--- config.mk ---
export PLATFORM = sky130hd
export DESIGN_NAME = clk_rst_sequencer
export DESIGN_NICKNAME = d
export VERILOG_FILES = /design/src/rtl/clk_rst_sequencer.sv
export SDC_FILE = /design/constraint.sdc
export NUM_CORES = 1
export LEC_CHECK = 0
export ABC_AREA = 0
export CAP_MARGIN = 20
export CORE_MARGIN = 3
export CORE_UTILIZATION = 50
export DETAILED_ROUTE_END_ITERATION = 12
export GPL_TIMING_DRIVEN = 0
export HOLD_SLACK_MARGIN = 0.1
export PLACE_DENSITY = 0.73
export SYNTH_ARGS = -nofsm -noshare
export SYNTH_HDL_FRONTEND = slang
export SYNTH_SLANG_ARGS = --single-unit
--- constraint.sdc ---
create_clock -name clk -period 4.03 [get_ports clk]
set_input_delay 0.806 -clock clk [delete_from_list [all_inputs] [get_ports clk]]
set_output_delay 0.806 -clock clk [all_outputs]
set_load 0.05 [all_outputs]
--- src/rtl/clk_rst_sequencer.sv ---
// rtl/clk_rst_sequencer.sv - MMCM reset pulsing, lock wait with bounded retries, and game reset release
//
// Ports:
//   clk          board input clock; all logic on its rising edge
//   rst_n        asynchronous active-low reset
//   i_locked     MMCM LOCKED (asynchronous, synchronised here by two flops)
//   i_restart    single-cycle request to restart the whole sequence
//   o_mmcm_rst   MMCM reset, active-high
//   o_game_rst_n game reset, active-low, released only while running
//   o_ready      high only while running
//   o_fault      high only after exhausting lock retries
//   o_retries    failed lock attempts, saturating at MAX_RETRIES

module clk_rst_sequencer #(
  parameter int RST_PULSE_CYCLES = 8,
  parameter int LOCK_TIMEOUT     = 65536,
  parameter int RELEASE_DELAY    = 256,
  parameter int MAX_RETRIES      = 4
) (
  input  logic       clk,
  input  logic       rst_n,
  input  logic       i_locked,
  input  logic       i_restart,
  output logic       o_mmcm_rst,
  output logic       o_game_rst_n,
  output logic       o_ready,
  output logic       o_fault,
  output logic [3:0] o_retries
);

  localparam int MAX_AB  = (RST_PULSE_CYCLES > LOCK_TIMEOUT) ? RST_PULSE_CYCLES : LOCK_TIMEOUT;
  localparam int CNT_MAX = (MAX_AB > RELEASE_DELAY) ? MAX_AB : RELEASE_DELAY;
  localparam int CW      = $clog2(CNT_MAX + 1);

  localparam logic [CW-1:0] PULSE_END   = CW'(RST_PULSE_CYCLES);
  localparam logic [CW-1:0] TIMEOUT_END = CW'(LOCK_TIMEOUT - 1);
  localparam logic [CW-1:0] RELEASE_END = CW'(RELEASE_DELAY - 1);
  localparam logic [CW-1:0] CNT_ONE     = CW'(1);
  localparam logic [3:0]    RETRY_LIMIT = 4'(MAX_RETRIES);

  typedef enum logic [2:0] {
    PULSE     = 3'd0,
    WAIT_LOCK = 3'd1,
    STABILIZE = 3'd2,
    RUN       = 3'd3,
    FAULT     = 3'd4
  } state_t;

  state_t        state;
  state_t        state_next;
  logic [CW-1:0] cnt;
  logic [CW-1:0] cnt_next;
  logic [3:0]    retries_next;
  logic [3:0]    retries_inc;
  logic [1:0]    locked_ff;
  logic          locked_sync;

  assign locked_sync = locked_ff[1];
  assign retries_inc = (o_retries == RETRY_LIMIT) ? o_retries : o_retries + 4'd1;

  always_ff @(posedge clk or negedge rst_n) begin
    if (!rst_n) begin
      locked_ff <= 2'b00;
    end else begin
      locked_ff <= {locked_ff[0], i_locked};
    end
  end

  // The counter counts pulse cycles already spent. After reset or restart the
  // output is already high before the first counted edge, so those start at 0.
  // Re-entry from a failed or lost lock loads 1 because the entry edge itself
  // is the first cycle of the new pulse.
  always_comb begin
    state_next   = state;
    cnt_next     = cnt;
    retries_next = o_retries;

    if (i_restart) begin
      state_next   = PULSE;
      cnt_next     = '0;
      retries_next = 4'd0;
    end else begin
      case (state)
        PULSE: begin
          if (cnt == PULSE_END) begin
            state_next = WAIT_LOCK;
            cnt_next   = '0;
          end else begin
            cnt_next = cnt + CNT_ONE;
          end
        end

        WAIT_LOCK: begin
          // Lock is tested first so it wins over a coincident timeout.
          if (locked_sync) begin
            state_next = STABILIZE;
            cnt_next   = '0;
          end else if (cnt == TIMEOUT_END) begin
            retries_next = retries_inc;
            if (retries_inc == RETRY_LIMIT) begin
              state_next = FAULT;
              cnt_next   = '0;
            end else begin
              state_next = PULSE;
              cnt_next   = CNT_ONE;
            end
          end else begin
            cnt_next = cnt + CNT_ONE;
          end
        end

        STABILIZE: begin
          if (!locked_sync) begin
            state_next = PULSE;
            cnt_next   = CNT_ONE;
          end else if (cnt == RELEASE_END) begin
            state_next = RUN;
            cnt_next   = '0;
          end else begin
            cnt_next = cnt + CNT_ONE;
          end
        end

        RUN: begin
          if (!locked_sync) begin
            state_next = PULSE;
            cnt_next   = CNT_ONE;
          end
        end

        FAULT: begin
          state_next = FAULT;
        end

        default: begin
          state_next = PULSE;
          cnt_next   = '0;
        end
      endcase
    end
  end

  // Outputs decode the next state so they change on the same edge as the state.
  always_ff @(posedge clk or negedge rst_n) begin
    if (!rst_n) begin
      state        <= PULSE;
      cnt          <= '0;
      o_retries    <= 4'd0;
      o_mmcm_rst   <= 1'b1;
      o_game_rst_n <= 1'b0;
      o_ready      <= 1'b0;
      o_fault      <= 1'b0;
    end else begin
      state        <= state_next;
      cnt          <= cnt_next;
      o_retries    <= retries_next;
      o_mmcm_rst   <= (state_next == PULSE);
      o_game_rst_n <= (state_next == RUN);
      o_ready      <= (state_next == RUN);
      o_fault      <= (state_next == FAULT);
    end
  end

endmodule

# --- Yosys cells after proc, flatten, opt, wreduce, memory -nomap -nowiden ---
# Cells that the tools add are included.
totals:
  register_bits: 29
  inputBits: 4
  out_inout_bits: 8
op_classes:
  n_addsub: 2
  n_eq_ne: 14
  n_mux: 23
  reduce_logical: 6
op_table:
  columns: ["cell", "n"]
  rows:
  - ["$mux 17", 7]
  - ["$pmux 17 s5", 1]
  - ["$mux 3", 8]
  - ["$mux 4", 5]
  - ["$add 17x1->17 const B", 1]
  - ["$eq 17x16->1 const B", 1]
  - ["$eq 17x4->1 const B", 1]
  - ["$eq 17x8->1 const B", 1]
  - ["$pmux 3 s5", 1]
  - ["$eq 3x2->1 const B", 3]
  - ["$eq 4x3->1 const B", 2]
  - ["$eq 3x3->1 const B", 2]
  - ["$logic_not 3->1", 2]
  - ["$add 4x1->4 const B", 1]
  - ["$ne 2x2->1 const B", 2]
  - ["$reduce_bool 2->1", 2]
  - ["$eq 3x1->1 const B", 1]
  - ["$ne 3x3->1 const B", 1]
  - ["$reduce_and 3->1", 1]
  - ["$reduce_and 2->1", 1]
  - ["$mux 1", 1]

# --- Longest topological paths before layout ---
# Gate-level depths: netlist of the first run.
depth:
  word_depth: 9
  mapped_depth: 12

# --- Worst setup path before layout of the first run ---
# No wires, ideal clock.
synth_path:
  path_type: "register to register"
  startpoint: "register cnt[0]"
  endpoint: "register o_retries[3]"
  arrival_ns: 2.627
  t_required_ns: 3.898
  slack_ns: 1.271
  stages_incl_launch_ff: 12
  path_buffers: 0
  synth_period_minus_slack_ns: 2.759
  cell_sequence: "dfrtp_1 > ha_1 > nand2_1 > nor4_1 > nand3_1 > nor2_1 > and3_1 > ha_1 > nor4b_1 > nand4_1 > mux2i_1 > nor2_1"
synth_between:
  elab_chain_cells: 3
synth_rtl:
  columns: ["element", "line", "source"]
  rows:
  - ["start: declaration", "51", "logic [CW-1:0] cnt;"]
  - ["start signal: assignment", "155", "cnt <= cnt_next;"]
  - ["$eq 17x16->1", "98", "end else if (cnt == TIMEOUT_END) begin"]
  - ["$reduce_bool 2->1 (no line)", null, null]
  - ["$reduce_and 3->1 (no line)", null, null]
  - ["end signal: assignment", "156", "o_retries <= retries_next;"]
  - ["end: declaration", "28", "output logic [3:0] o_retries"]
# Every way passes these cells.
# A chain may end at the register's enable or synchronous reset.

# --- Final worst setup path of the first run ---
# Same ends and word-level chain as after synthesis.

==> metrics.txt, run 1 <==
chip height=66.6 µm; routed wire length=3890 µm; via count=1,564; cells after synthesis=212; WHS Endpoint=locked_ff[1]$_DFF_PN0_; setup repair bufs after CTS=0; Leakage=0.858 nW; DR vias/cell=5.63; FF-to-FF End=o_retries[3]$_DFFE_PN0P_; cts hold-fix bufs=0; largest family of logic cells by synthesized area=simple AND/OR/NAND/NOR gates; Core ar.=3440 µm²; P per Cell Area=270 nW/µm²; asr flop ratio synth=1.00; crit path launch type=flip-flop; Critical Path Sink Type=flip-flop; CTS Root Cell=clkbuf_8; number of enable flip-flop cells after synthesis=0; Seq cells post-synth=29; vias in the first global route=1,423; worst-margin pin slew=0.916 ns; synth unique cells=51; Max Slew Vio Count=0; multi-input combinational cell area=1040 µm²; CP Class=reg2reg; CTS Buf Count=5; largest net degree at the start of global routing=20; Syn Std Cell Area=1840 µm²; CTS tree=yes; hold_ws=0.353 ns; worst hold path type=reg2reg; Antenna Diode Count=0; HPWL after detailed placement=2820 µm; Final min period=3.34 ns; initial core utilization=0.534; RSZ-0062 raised after global routing=false; Arr. time, crit path=3.50 ns; drt first pass iters=4; GPL Wtd Cong=0.806; Layout area overhead=15.3%; xor and xnor area share after synthesis=0.0143; Die X=66.6 µm; Resize count post-CTS=0; die area=4440 µm²; Clock Skews=0.0130 ns; main flop type after synthesis=dfrtp_1; Clock transition at path regs=0.06 ns; sequential cell area fraction in the yosys report=0.396; Port Buffers=11; Max VDD drop=167 µV; Synth Area in Adders=0.0477; largest area contributor in the netlist=dfrtp_1; period utilisation layout=0.829; synthesized area per cell=8.66 µm²; Worst R2R Path Depth=11; Critical Path RT=4.18 ns; CP Launch Point=cnt[0]$_DFFE_PN0P_; NumNets Final=242; Max Cap Viol=0; CTS Buffer Depth=2; GRT Residual Overflow=0; Rows=21; Max H-tree Level=2; top cells by area, synth=dfrtp_1 (38%), o21ai_0 (5.2%), nand2_1 (4.9%); WHS Path Cells=0; post-layout util=0.615; Synth top area share=0.381; Syn Nets=223; first-pass GRT wire length=6580 µm; Top Ports=12; layout cells sized above 1=0.0948; mux contribution to synthesized area=0.0218; setup TNS=0 ns; FMAX=0.299 GHz; critical hold path startpoint=locked_ff[0]$_DFF_PN0_; Synth Area in Simple Gates=0.309; initial antenna violation count=0; remaining routing DRC violations=0; clock sinks=29; Worst R2R Setup Slack=0.69 ns; synth warn=0; Final Hold Viols=0; Reg area=727 µm²; Total GRT Usage=0.195; Final ANT Viol Nets=0; Compound-Gate Fraction of Synth Area=0.176; Crit Path Max Fanout=6; 1st-iter DRT viols=95; Skew-Pair Late Insertion Delay=0.29 ns; FF-to-FF Start=cnt[0]$_DFFE_PN0P_; drt wl/cell=14.0 µm; status=finished, final reports clean; Max-slew headroom=0.381; Fill cells=319; final setup fails=0
==> metrics by stage <==
step           power [mW]  instances  area, µm²  setup slack (ns)
3_5_place_dp        0.343        270       2030             0.743
4_1_cts             0.579        278       2120             0.687
6_report            0.571        278       2120             0.688
5_1_grt             0.593        278       2120             0.313
2_1_floorplan       0.324        212       1840              1.27
3_3_place_gp        0.339        269       2000             0.660
==> layout make-up <==
cell class | instances | share of cell area
clock buffer | 5 | 0.0325
inverter | 8 | 0.0142
clock inverter | 3 | 0.00827
timing repair buffer | 12 | 0.0650
multi-input combinational | 167 | 0.493
buffer | 8 | 0.0171
tap | 46 | 0.0272
sequential | 29 | 0.343
==> cells by family after synthesis <==
logic type / count (synthesis)
and+or+nand+nor: 103
AOI/OAI and AO/OA: 50
DFF: 29
buffers and inverters: 16
adders and majority gates: 7
muxes: 4
xor gates and xnor gates: 3
==> layout by cell type (no fill, tap or decap), drive strengths merged, types with 7 or more instances in the layout <==
| master | instances |
|---|---|
| dfrtp | 28 |
| nor3 | 12 |
| clkdlybuf4s50 | 11 |
| clkbuf | 10 |
| a21oi | 7 |
| nor2 | 18 |
| nand2 | 24 |
| o21ai | 19 |
| nand3 | 9 |
| inv | 8 |
| ha | 7 |
==> how the worst max path moves through the flow <==
| stage | end | slack (ns) | cells past startpoint |
|---|---|---|---|
| final | o_retries[3]$_DFFE_PN0P_ | 0.69 | 11 |
| after global routing | o_retries[3]$_DFFE_PN0P_ | 0.31 | 11 |
| after CTS | o_retries[3]$_DFFE_PN0P_ | 0.69 | 11 |
| after detailed placement | o_retries[3]$_DFFE_PN0P_ | 0.74 | 11 |
| after global placement | o_retries[3]$_DFFE_PN0P_ | 0.66 | 11 |
| after floorplan | o_retries[3]$_DFFE_PN0P_ | 1.27 | 11 |
==> Yosys cell counts (2+ instances only) <==
| master | instances |
|---|---|
| nor4b_1 | 2 |
| nor3_1 | 11 |
| o32ai_1 | 2 |
| dfrtp_1 | 28 |
| and2_1 | 2 |
| nor2b_1 | 5 |
| clkbuf_1 | 5 |
| nand3_1 | 8 |
| mux2i_1 | 4 |
| a21o_1 | 2 |
| xor2_1 | 2 |
| a211oi_1 | 2 |
| ha_1 | 7 |
| nor2_1 | 18 |
| and2_0 | 2 |
| nand4_1 | 4 |
| o22ai_1 | 4 |
| nor4_1 | 3 |
| a22oi_1 | 2 |
| a21oi_1 | 7 |
| nand2_1 | 24 |
| o31ai_1 | 5 |
| inv_1 | 8 |
| buf_2 | 2 |
| or2_2 | 3 |
| and3_1 | 5 |
| nand2b_1 | 3 |
| o21ai_0 | 19 |
==> state kept, by name, summed over array words and instances (netlist names) <==
register    cells
cnt            17
locked_ff       2
o_fault         1
o_mmcm_rst      1
o_ready         1
o_retries       4
state           3
==> critical path: stages, from the launching register on <==
cell,delay (ns)
dfrtp_1,0.45
ha_1,0.29
nand2_1,0.09
nor4_1,0.47
nand3_1,0.16
nor2_1,0.15
and3_1,0.19
ha_1,0.21
nor4b_1,0.76
nand4_1,0.21
mux2i_1,0.19
nor2_1,0.05
==> layer usage <==
layer,up-vias,GRT usage,part of all wire
met5,-,0,0
met4,0,0.0533,0.012
met3,5,0.0624,0.034
met2,19,0.282,0.43
met1,729,0.278,0.52
li1,811,-,-
==> where the power goes <==
group | internal, mW | switching, mW
combinational | 0.0148 | 0.0225
clock | 0.119 | 0.115
sequential | 0.295 | 0.00445
total | 0.429 | 0.142
(Power assumes the default switching activity.)
==> run 2, diff against run 1 <==
- clock period: 4.03 -> 3.1 ns (I/O delays scaled with it)
==> run 2 against run 1 <==
- die area is the same
- utilization grew 1.6 points
- sequential power grew 30%
- power grew 31%
- critical path depth is the same
- highest routed layer unchanged
- clock skew shrank 0.0020 ns
- largest power group unchanged
- count of clock-buffer cells in the layout is the same
- non-clock buffer count grew 2
- sequential share of layout area shrank 0.87 points
- via count grew 2.9%
==> metrics.txt, run 2 (same netlist as run 1, synthesis figures left out) <==
status=finished, final reports clean; Comb pwr share=0.073; GPL Wtd Cong=0.806; Max Cap Viol=0; Final Hold Viols=0; 1st-iter DRT viols=72; Skew-Pair Late Insertion Delay=0.29 ns; crit path launch type=flip-flop; Worst R2R Setup Slack=0.24 ns; Max-slew headroom=0.445; placed instance area=2030 µm²; P per Cell Area=344 nW/µm²; CTS tree=yes; DR vias/cell=5.75; NumNets Final=244; Worst R2R Path Depth=11; initial antenna violation count=0; CP Class=reg2reg; HPWL after detailed placement=2820 µm; FMAX=0.350 GHz; Rows=21; final worst-path setup slack=0.245 ns; worst-margin pin slew=0.826 ns; WHS Path Cells=0; total power=748 µW; Clock transition at path regs=0.06 ns; RSZ-0062 raised after global routing=false; commonest non-fill, non-tap cell in the layout=dfrtp_1; hold_ws=0.353 ns; chip height=66.6 µm; CTS Buf Count=5; Core ar.=3440 µm²; Leakage=0.874 nW; routed wire length=3970 µm; Reg with most FFs=cnt; critical path's slowest cell=nor4_2; Port Buffers=11; remaining routing DRC violations=0; drt wl/cell=14.2 µm; Layout area overhead=18.3%; Max VDD drop=217 µV; worst hold path type=reg2reg; via count=1,609; Critical Path RT=3.28 ns; Die X=66.6 µm; Top Ports=12; dpl ws=-0.187 ns; FF-to-FF End=cnt[12]$_DFFE_PN0P_; Max Slew Vio Count=0; commonest non-fill, non-tap cells in the layout=dfrtp_1 (28), nand2_1 (24), o21ai_0 (19), nor2_1 (18); cell internal pwr=561 µW; number of flip-flops in the largest register=17; FF-to-FF Start=cnt[0]$_DFFE_PN0P_; Max H-tree Level=2; Final min period=2.86 ns; Arr. time, crit path=3.04 ns; Total GRT Usage=0.196; largest net degree at the start of global routing=20; CTS Root Cell=clkbuf_8; cell area after layout=2170 µm²; vias in the first global route=1,434; Fill cells=309; Placed Instances=270; drt first pass iters=4; clock sinks=29; largest registers=cnt x17, o_retries x4, state x3; Critical Path Sink Type=flip-flop; post-layout util=0.631; Antenna Diode Count=0; Clock power frac=0.407; critical hold path startpoint=locked_ff[0]$_DFF_PN0_; CTS Buffer Depth=2; die area=4440 µm²; initial core utilization=0.534; GRT Residual Overflow=0; Final ANT Viol Nets=0; setup TNS=0 ns; CP Cell Sequence=ha_1 -> nand2_1 -> nor4_2 -> nand3_1 -> nor2_1 -> and3_1 -> ha_1 -> nor4_2 -> nor4_4 -> buf_4 -> o21ai_0; Non-Filler Instances=280; period utilisation layout=0.921; layout cells sized above 1=0.111; Crit Path Max Fanout=9; switch share=0.250; first-pass GRT wire length=6600 µm; cts hold-fix bufs=0; sw power=187 µW; final setup fails=0; crit-path max cell delay=0.74 ns; share of power burned in registers=0.520; WHS Endpoint=locked_ff[1]$_DFF_PN0_; Clock Skews=0.0110 ns
## run 2: cell count changes in the layout (fill, tap and decap cells not counted)
cell | previous run | this run
nor4b_1 | 2 | 1
nor4_2 | 1 | 2
nor4_1 | 3 | 2
nor4b_4 | 0 | 1
buf_12 | 0 | 1
buf_4 | 1 | 2
nor3_4 | 0 | 1
nor3_2 | 1 | 0
## run 2: how the worst max path moves through the flow
| stage | startpoint | endpoint | slack, ns | cells past startpoint |
|---|---|---|---|---|
| after floorplan | cnt[0]$_DFFE_PN0P_ | o_retries[3]$_DFFE_PN0P_ | 0.34 | 11 |
| after global placement | cnt[0]$_DFFE_PN0P_ | o_retries[3]$_DFFE_PN0P_ | -0.27 | 11 |
| after detailed placement | cnt[0]$_DFFE_PN0P_ | o_retries[3]$_DFFE_PN0P_ | -0.19 | 11 |
| after CTS | cnt[0]$_DFFE_PN0P_ | cnt[13]$_DFFE_PN0P_ | 0.07 | 10 |
| after global routing | cnt[0]$_DFFE_PN0P_ | o_mmcm_rst$_DFF_PN1_ | 0.06 | 11 |
| final | cnt[0]$_DFFE_PN0P_ | cnt[12]$_DFFE_PN0P_ | 0.24 | 11 |
## run 2: power groups by stage
stage | Sequential [mW] | Combinational, mW | Clock [mW]
global placement | 0.396 | 0.0447 | 0
finish | 0.389 | 0.0544 | 0.304
global route | 0.390 | 0.0607 | 0.327
floorplan | 0.395 | 0.0262 | 0
CTS | 0.389 | 0.0494 | 0.315
detailed placement | 0.396 | 0.0491 | 0
## run 2: routing by layer
layer,vias to the layer above,part of all wire,track usage
met5,-,0,0
met4,0,0.012,0.0609
met3,6,0.030,0.0624
met2,26,0.45,0.283
met1,759,0.51,0.277
li1,818,-,-
## run 2: cell type report
cell class | count | area (µm²) | area share
Clock buffer | 5 | 68.8 | 0.0317
Sequential cell | 29 | 727 | 0.334
Timing Repair Buffer | 14 | 165 | 0.0760
Buffer | 8 | 36.3 | 0.0167
Clock inverter | 3 | 17.5 | 0.00806
Tap cell | 46 | 57.6 | 0.0265
Multi-Input combinational cell | 167 | 1070 | 0.493
Inverter | 8 | 30.0 | 0.0138
## run 2: what timing repair did
item / CTS / global route
setup buffers: 0 / 2
gates resized for setup: 1 / 3
pin swaps: 0 / 2
setup endpoints to repair: 4 / 21
## run 2: critical path: cells and delay by family, from the launching register on
kind	cells	cell delay (ns)
AO/OA/AOI/OAI	1	0.22
adder cells (fa/ha/maj)	2	0.52
buffers and inverters	1	0.20
flip-flops	1	0.45
AND/OR/NAND/NOR	7	1.36
==> patch 1, RTL diff (config.mk and constraints of run 2) <==
Remove the register `o_fault`: a continuous assignment takes its place, so the output `o_fault` follows one clock earlier.
--- a/src/rtl/clk_rst_sequencer.sv
+++ b/src/rtl/clk_rst_sequencer.sv
@@ -151,3 +151,2 @@
       o_ready      <= 1'b0;
-      o_fault      <= 1'b0;
     end else begin
@@ -159,3 +158,2 @@
       o_ready      <= (state_next == RUN);
-      o_fault      <= (state_next == FAULT);
     end
@@ -163,2 +161,4 @@
 
+  assign o_fault = (state_next == FAULT);
+
 endmodule
Check against the original RTL: no difference found for any inputs over 10 cycles, from zero or initial values and one cycle with rst_n low; that may be too few to reach the edited logic, so the function may still have changed.
==> patch 1 against run 2 <==
  * Clock power fell by 38%
  * Via count rose by 3.5%
  * The flow now finishes with violations (negative setup slack)
  * Critical path depth rose by 1
  * Setup slack got worse by 0.33 ns
  * Sequential cell count fell by 1
  * Maximum frequency fell by 10%
  * Clock skew rose by 0.0026 ns
  * Synthesized area fell by 1.4%
  * Final area rose by 3.8%
  * Wire length rose by 7.3%
  * Critical path type is now register to output pin
  * Global-route usage rose by 1.7 points
  * Power fell by 17%
  * Sequential share of layout area fell by 2.3 points
  * Register-to-register slack got worse by 0.11 ns
  * Largest power group unchanged
==> patch 1: results (changes against run 2) <==
<table>
<tr><th>Metric</th><th>Value</th></tr>
<tr><th colspan="2">Run status</th></tr>
<tr><td>Run status</td><td>complete, but fails checks</td></tr>
<tr><td>Violated checks</td><td>negative setup slack</td></tr>
<tr><th colspan="2">Timing</th></tr>
<tr><td>Final-layout setup total negative slack</td><td>-0.0803 ns (-0.0803 ns)</td></tr>
<tr><td>Setup violations, final</td><td>1 (+1)</td></tr>
<tr><td>Worst setup slack after layout</td><td>-0.0803 ns (-0.325 ns)</td></tr>
<tr><td>Minimum hold slack</td><td>0.363 ns (+0.0106 ns)</td></tr>
<tr><th colspan="2">Placement</th></tr>
<tr><td>Area after DPL</td><td>2020 um^2 (-0.55%)</td></tr>
<tr><td>HPWL reported at the end of detailed placement</td><td>2860 um (+1.6%)</td></tr>
<tr><th colspan="2">Setup path</th></tr>
<tr><td>Startpoint of the lowest-slack register-to-register path</td><td>cnt[2]</td></tr>
<tr><td>Worst-path fanout max</td><td>2 (-7)</td></tr>
<tr><td>Crit path to</td><td>o_fault</td></tr>
<tr><td>Largest incremental delay on the critical path</td><td>0.40 ns (-0.34 ns)</td></tr>
<tr><th colspan="2">Layout</th></tr>
<tr><td>Portion of the layout cell area used by clock cells</td><td>1.61% (-2.4 points)</td></tr>
<tr><td>Non-clock buffer count</td><td>35 (+59%)</td></tr>
<tr><td>Fraction of layout cells with a size suffix above 1</td><td>19.0% (+7.9 points)</td></tr>
<tr><td>Seq/total area</td><td>31.1% (-2.3 points)</td></tr>
<tr><td>Total number of nets in the final design</td><td>254 (+4.1%)</td></tr>
<tr><th colspan="2">Yosys</th></tr>
<tr><td>Synthesized netlist net count</td><td>222 (-0.45%)</td></tr>
<tr><td>Main area contributors after synthesis</td><td>sky130_fd_sc_hd__dfrtp_1 (37%), sky130_fd_sc_hd__o21ai_0 (5.2%), sky130_fd_sc_hd__nand2_1 (5.0%)</td></tr>
<tr><td>Fraction of the yosys area taken by sequential cells</td><td>38.7% (-0.83 points)</td></tr>
<tr><th colspan="2">Clock network</th></tr>
<tr><td>CTS resizes</td><td>23 (+22)</td></tr>
<tr><th colspan="2">Power</th></tr>
<tr><td>Leakage component of the power</td><td>0.936 nW (+7.1%)</td></tr>
<tr><td>Max VDD drop</td><td>156 uV (-28%)</td></tr>
<tr><td>NetSw</td><td>154 uW (-18%)</td></tr>
<tr><th colspan="2">Global route</th></tr>
<tr><td>Global routing usage on met2</td><td>35.1% (+6.7 points)</td></tr>
<tr><td>GR met1 Demand/Resource</td><td>29.7% (+2.0 points)</td></tr>
<tr><td>First-pass GRT wire length</td><td>7210 um (+9.2%)</td></tr>
</table>
## patch 1: cell count changes after synthesis
cell                      delta
sky130_fd_sc_hd__dfrtp_1     -1
## patch 1: cells by family after synthesis
family          count (synthesis)  share of synthesized area [%]
compound gates                 50                           17.8
xor+xnor                        3                           1.45
fa+ha+maj                       7                           4.83
buf+inv                        16                           3.66
flops                          28                           38.7
mux                             4                           2.21
simple gates                  103                           31.3
## patch 1: power by group through the flow
stage | combinational (mW) | sequential (mW) | clock [mW]
2_1_floorplan | 0.0262 | 0.382 | 0
3_3_place_gp | 0.0445 | 0.382 | 0
3_5_place_dp | 0.0492 | 0.383 | 0
4_1_cts | 0.0591 | 0.375 | 0.191
5_1_grt | 0.0657 | 0.375 | 0.206
6_report | 0.0591 | 0.375 | 0.188
## patch 1: metal layers
metal  up-vias  part of all wire (%)
li1        830                     -
met1       810                    50
met2        20                    47
met3         5                   1.9
met4         0                   1.1
met5         -                     0
==> patch 2, RTL diff (flow settings as in run 2) <==
Without the edit above. Change the parameter `RELEASE_DELAY` from 256 to 512.
--- a/src/rtl/clk_rst_sequencer.sv
+++ b/src/rtl/clk_rst_sequencer.sv
@@ -16,3 +16,3 @@
   parameter int LOCK_TIMEOUT     = 65536,
-  parameter int RELEASE_DELAY    = 256,
+  parameter int RELEASE_DELAY    = 512,
   parameter int MAX_RETRIES      = 4
Check against the original RTL: same outputs for any inputs over 10 cycles, from zero or initial values and one cycle with rst_n low; that may be too few to reach the edited logic, so the function may still have changed.
==> patch 2 against run 2 <==
  * Die area up 6.9%
  * Setup slack better by 0.0062 ns
  * Power up 6.9%
  * Via count up 6.6%
  * Clock power up 15%
  * Synthesized area up 7.6%
  * Final area up 6.6%
  * Wire length up 9.8%
  * Worst hold slack better by 0.0062 ns
  * Global-route usage up 2.4 points
  * Sequential cell count unchanged
  * Critical path depth down 1
  * Largest cell class unchanged
==> patch 2: results (changes against run 2) <==
<table>
<tr><th>Metric</th><th>Value</th></tr>
<tr><th colspan="2">Run status</th></tr>
<tr><td>Run status</td><td>complete, no violations</td></tr>
<tr><th colspan="2">Global route</th></tr>
<tr><td>Vias in the first global route</td><td>1632 (+14%)</td></tr>
<tr><td>Global Route Usage Sum</td><td>22.1% (+2.4 points)</td></tr>
<tr><td>Global routing usage on met2</td><td>33.7% (+5.3 points)</td></tr>
<tr><td>Global routing met3 resource utilization</td><td>5.35% (-0.89 points)</td></tr>
<tr><td>First-pass GRT wire length</td><td>7720 um (+17%)</td></tr>
<tr><th colspan="2">Setup path</th></tr>
<tr><td>Worst-path fanout max</td><td>7 (-2)</td></tr>
<tr><td>Terminus of the critical flop-to-flop path</td><td>cnt[9]</td></tr>
<tr><td>Worst-path cell with the longest stage delay</td><td>sky130_fd_sc_hd__or4_4</td></tr>
<tr><td>Largest incremental delay on the critical path</td><td>0.54 ns (-0.20 ns)</td></tr>
<tr><td>Data arrival time at the worst-slack endpoint</td><td>3.08 ns (+0.04 ns)</td></tr>
<tr><th colspan="2">Placement</th></tr>
<tr><td>Area after DPL</td><td>2170 um^2 (+7.0%)</td></tr>
<tr><th colspan="2">Timing</th></tr>
<tr><td>Final critical-path required period</td><td>2.85 ns (-0.00622 ns)</td></tr>
<tr><td>Minimum hold slack</td><td>0.359 ns (+0.00623 ns)</td></tr>
<tr><td>Setup skew after layout</td><td>0.00684 ns (-0.00418 ns)</td></tr>
<tr><th colspan="2">Yosys</th></tr>
<tr><td>Synth cell types</td><td>65 (+27%)</td></tr>
<tr><td>XOR/XNOR Fraction of Synth Area</td><td>1.33% (-0.10 points)</td></tr>
<tr><td>Synth cell count leaders</td><td>sky130_fd_sc_hd__dfrtp_1 (28), sky130_fd_sc_hd__nor2_1 (18), sky130_fd_sc_hd__nand2_1 (15), sky130_fd_sc_hd__inv_1 (13)</td></tr>
<tr><td>Compound-cell area share of the yosys netlist</td><td>21.9% (+4.3 points)</td></tr>
<tr><th colspan="2">Clock network</th></tr>
<tr><td>CTS resizes</td><td>0 (-1)</td></tr>
<tr><th colspan="2">Power</th></tr>
<tr><td>NetSw</td><td>190 uW (+1.6%)</td></tr>
<tr><td>Share of total power in sequential cells</td><td>48.7% (-3.3 points)</td></tr>
<tr><th colspan="2">Detailed routing</th></tr>
<tr><td>Routed wl met2</td><td>1990 um (+11%)</td></tr>
<tr><td>Total number of vias</td><td>1715 (+6.6%)</td></tr>
<tr><td>Number of violations reported at the end of detailed-routing iteration 0</td><td>117 (+63%)</td></tr>
</table>
-- patch 2: critical path, delay by kind of cell (launching register included) --
kind | cells | cell delay, ns
adder cells (fa/ha/maj) | 2 | 0.51
AO/OA/AOI/OAI | 3 | 0.60
flip-flops | 1 | 0.41
AND/OR/NAND/NOR | 5 | 1.27
-- patch 2: stage by stage --
step	utilization, %	total power, mW	std cells
3_5_place_dp	58.1	0.456	275
5_1_grt	61.9	0.836	285
3_3_place_gp	57.4	0.451	274
4_1_cts	60.8	0.811	283
6_report	61.9	0.799	285
2_1_floorplan	-	0.430	215
-- patch 2: cell type report --
| class | instances | area (um^2) |
|---|---|---|
| fill | 339 | 1430 |
| multi-input combinational | 162 | 1150 |
| sequential | 29 | 727 |
| timing repair buffer | 14 | 153 |
| clock buffer | 7 | 96.3 |
| buffer | 11 | 75.1 |
| tap | 48 | 60.1 |
| inverter | 13 | 48.8 |
| clock inverter | 1 | 5.00 |
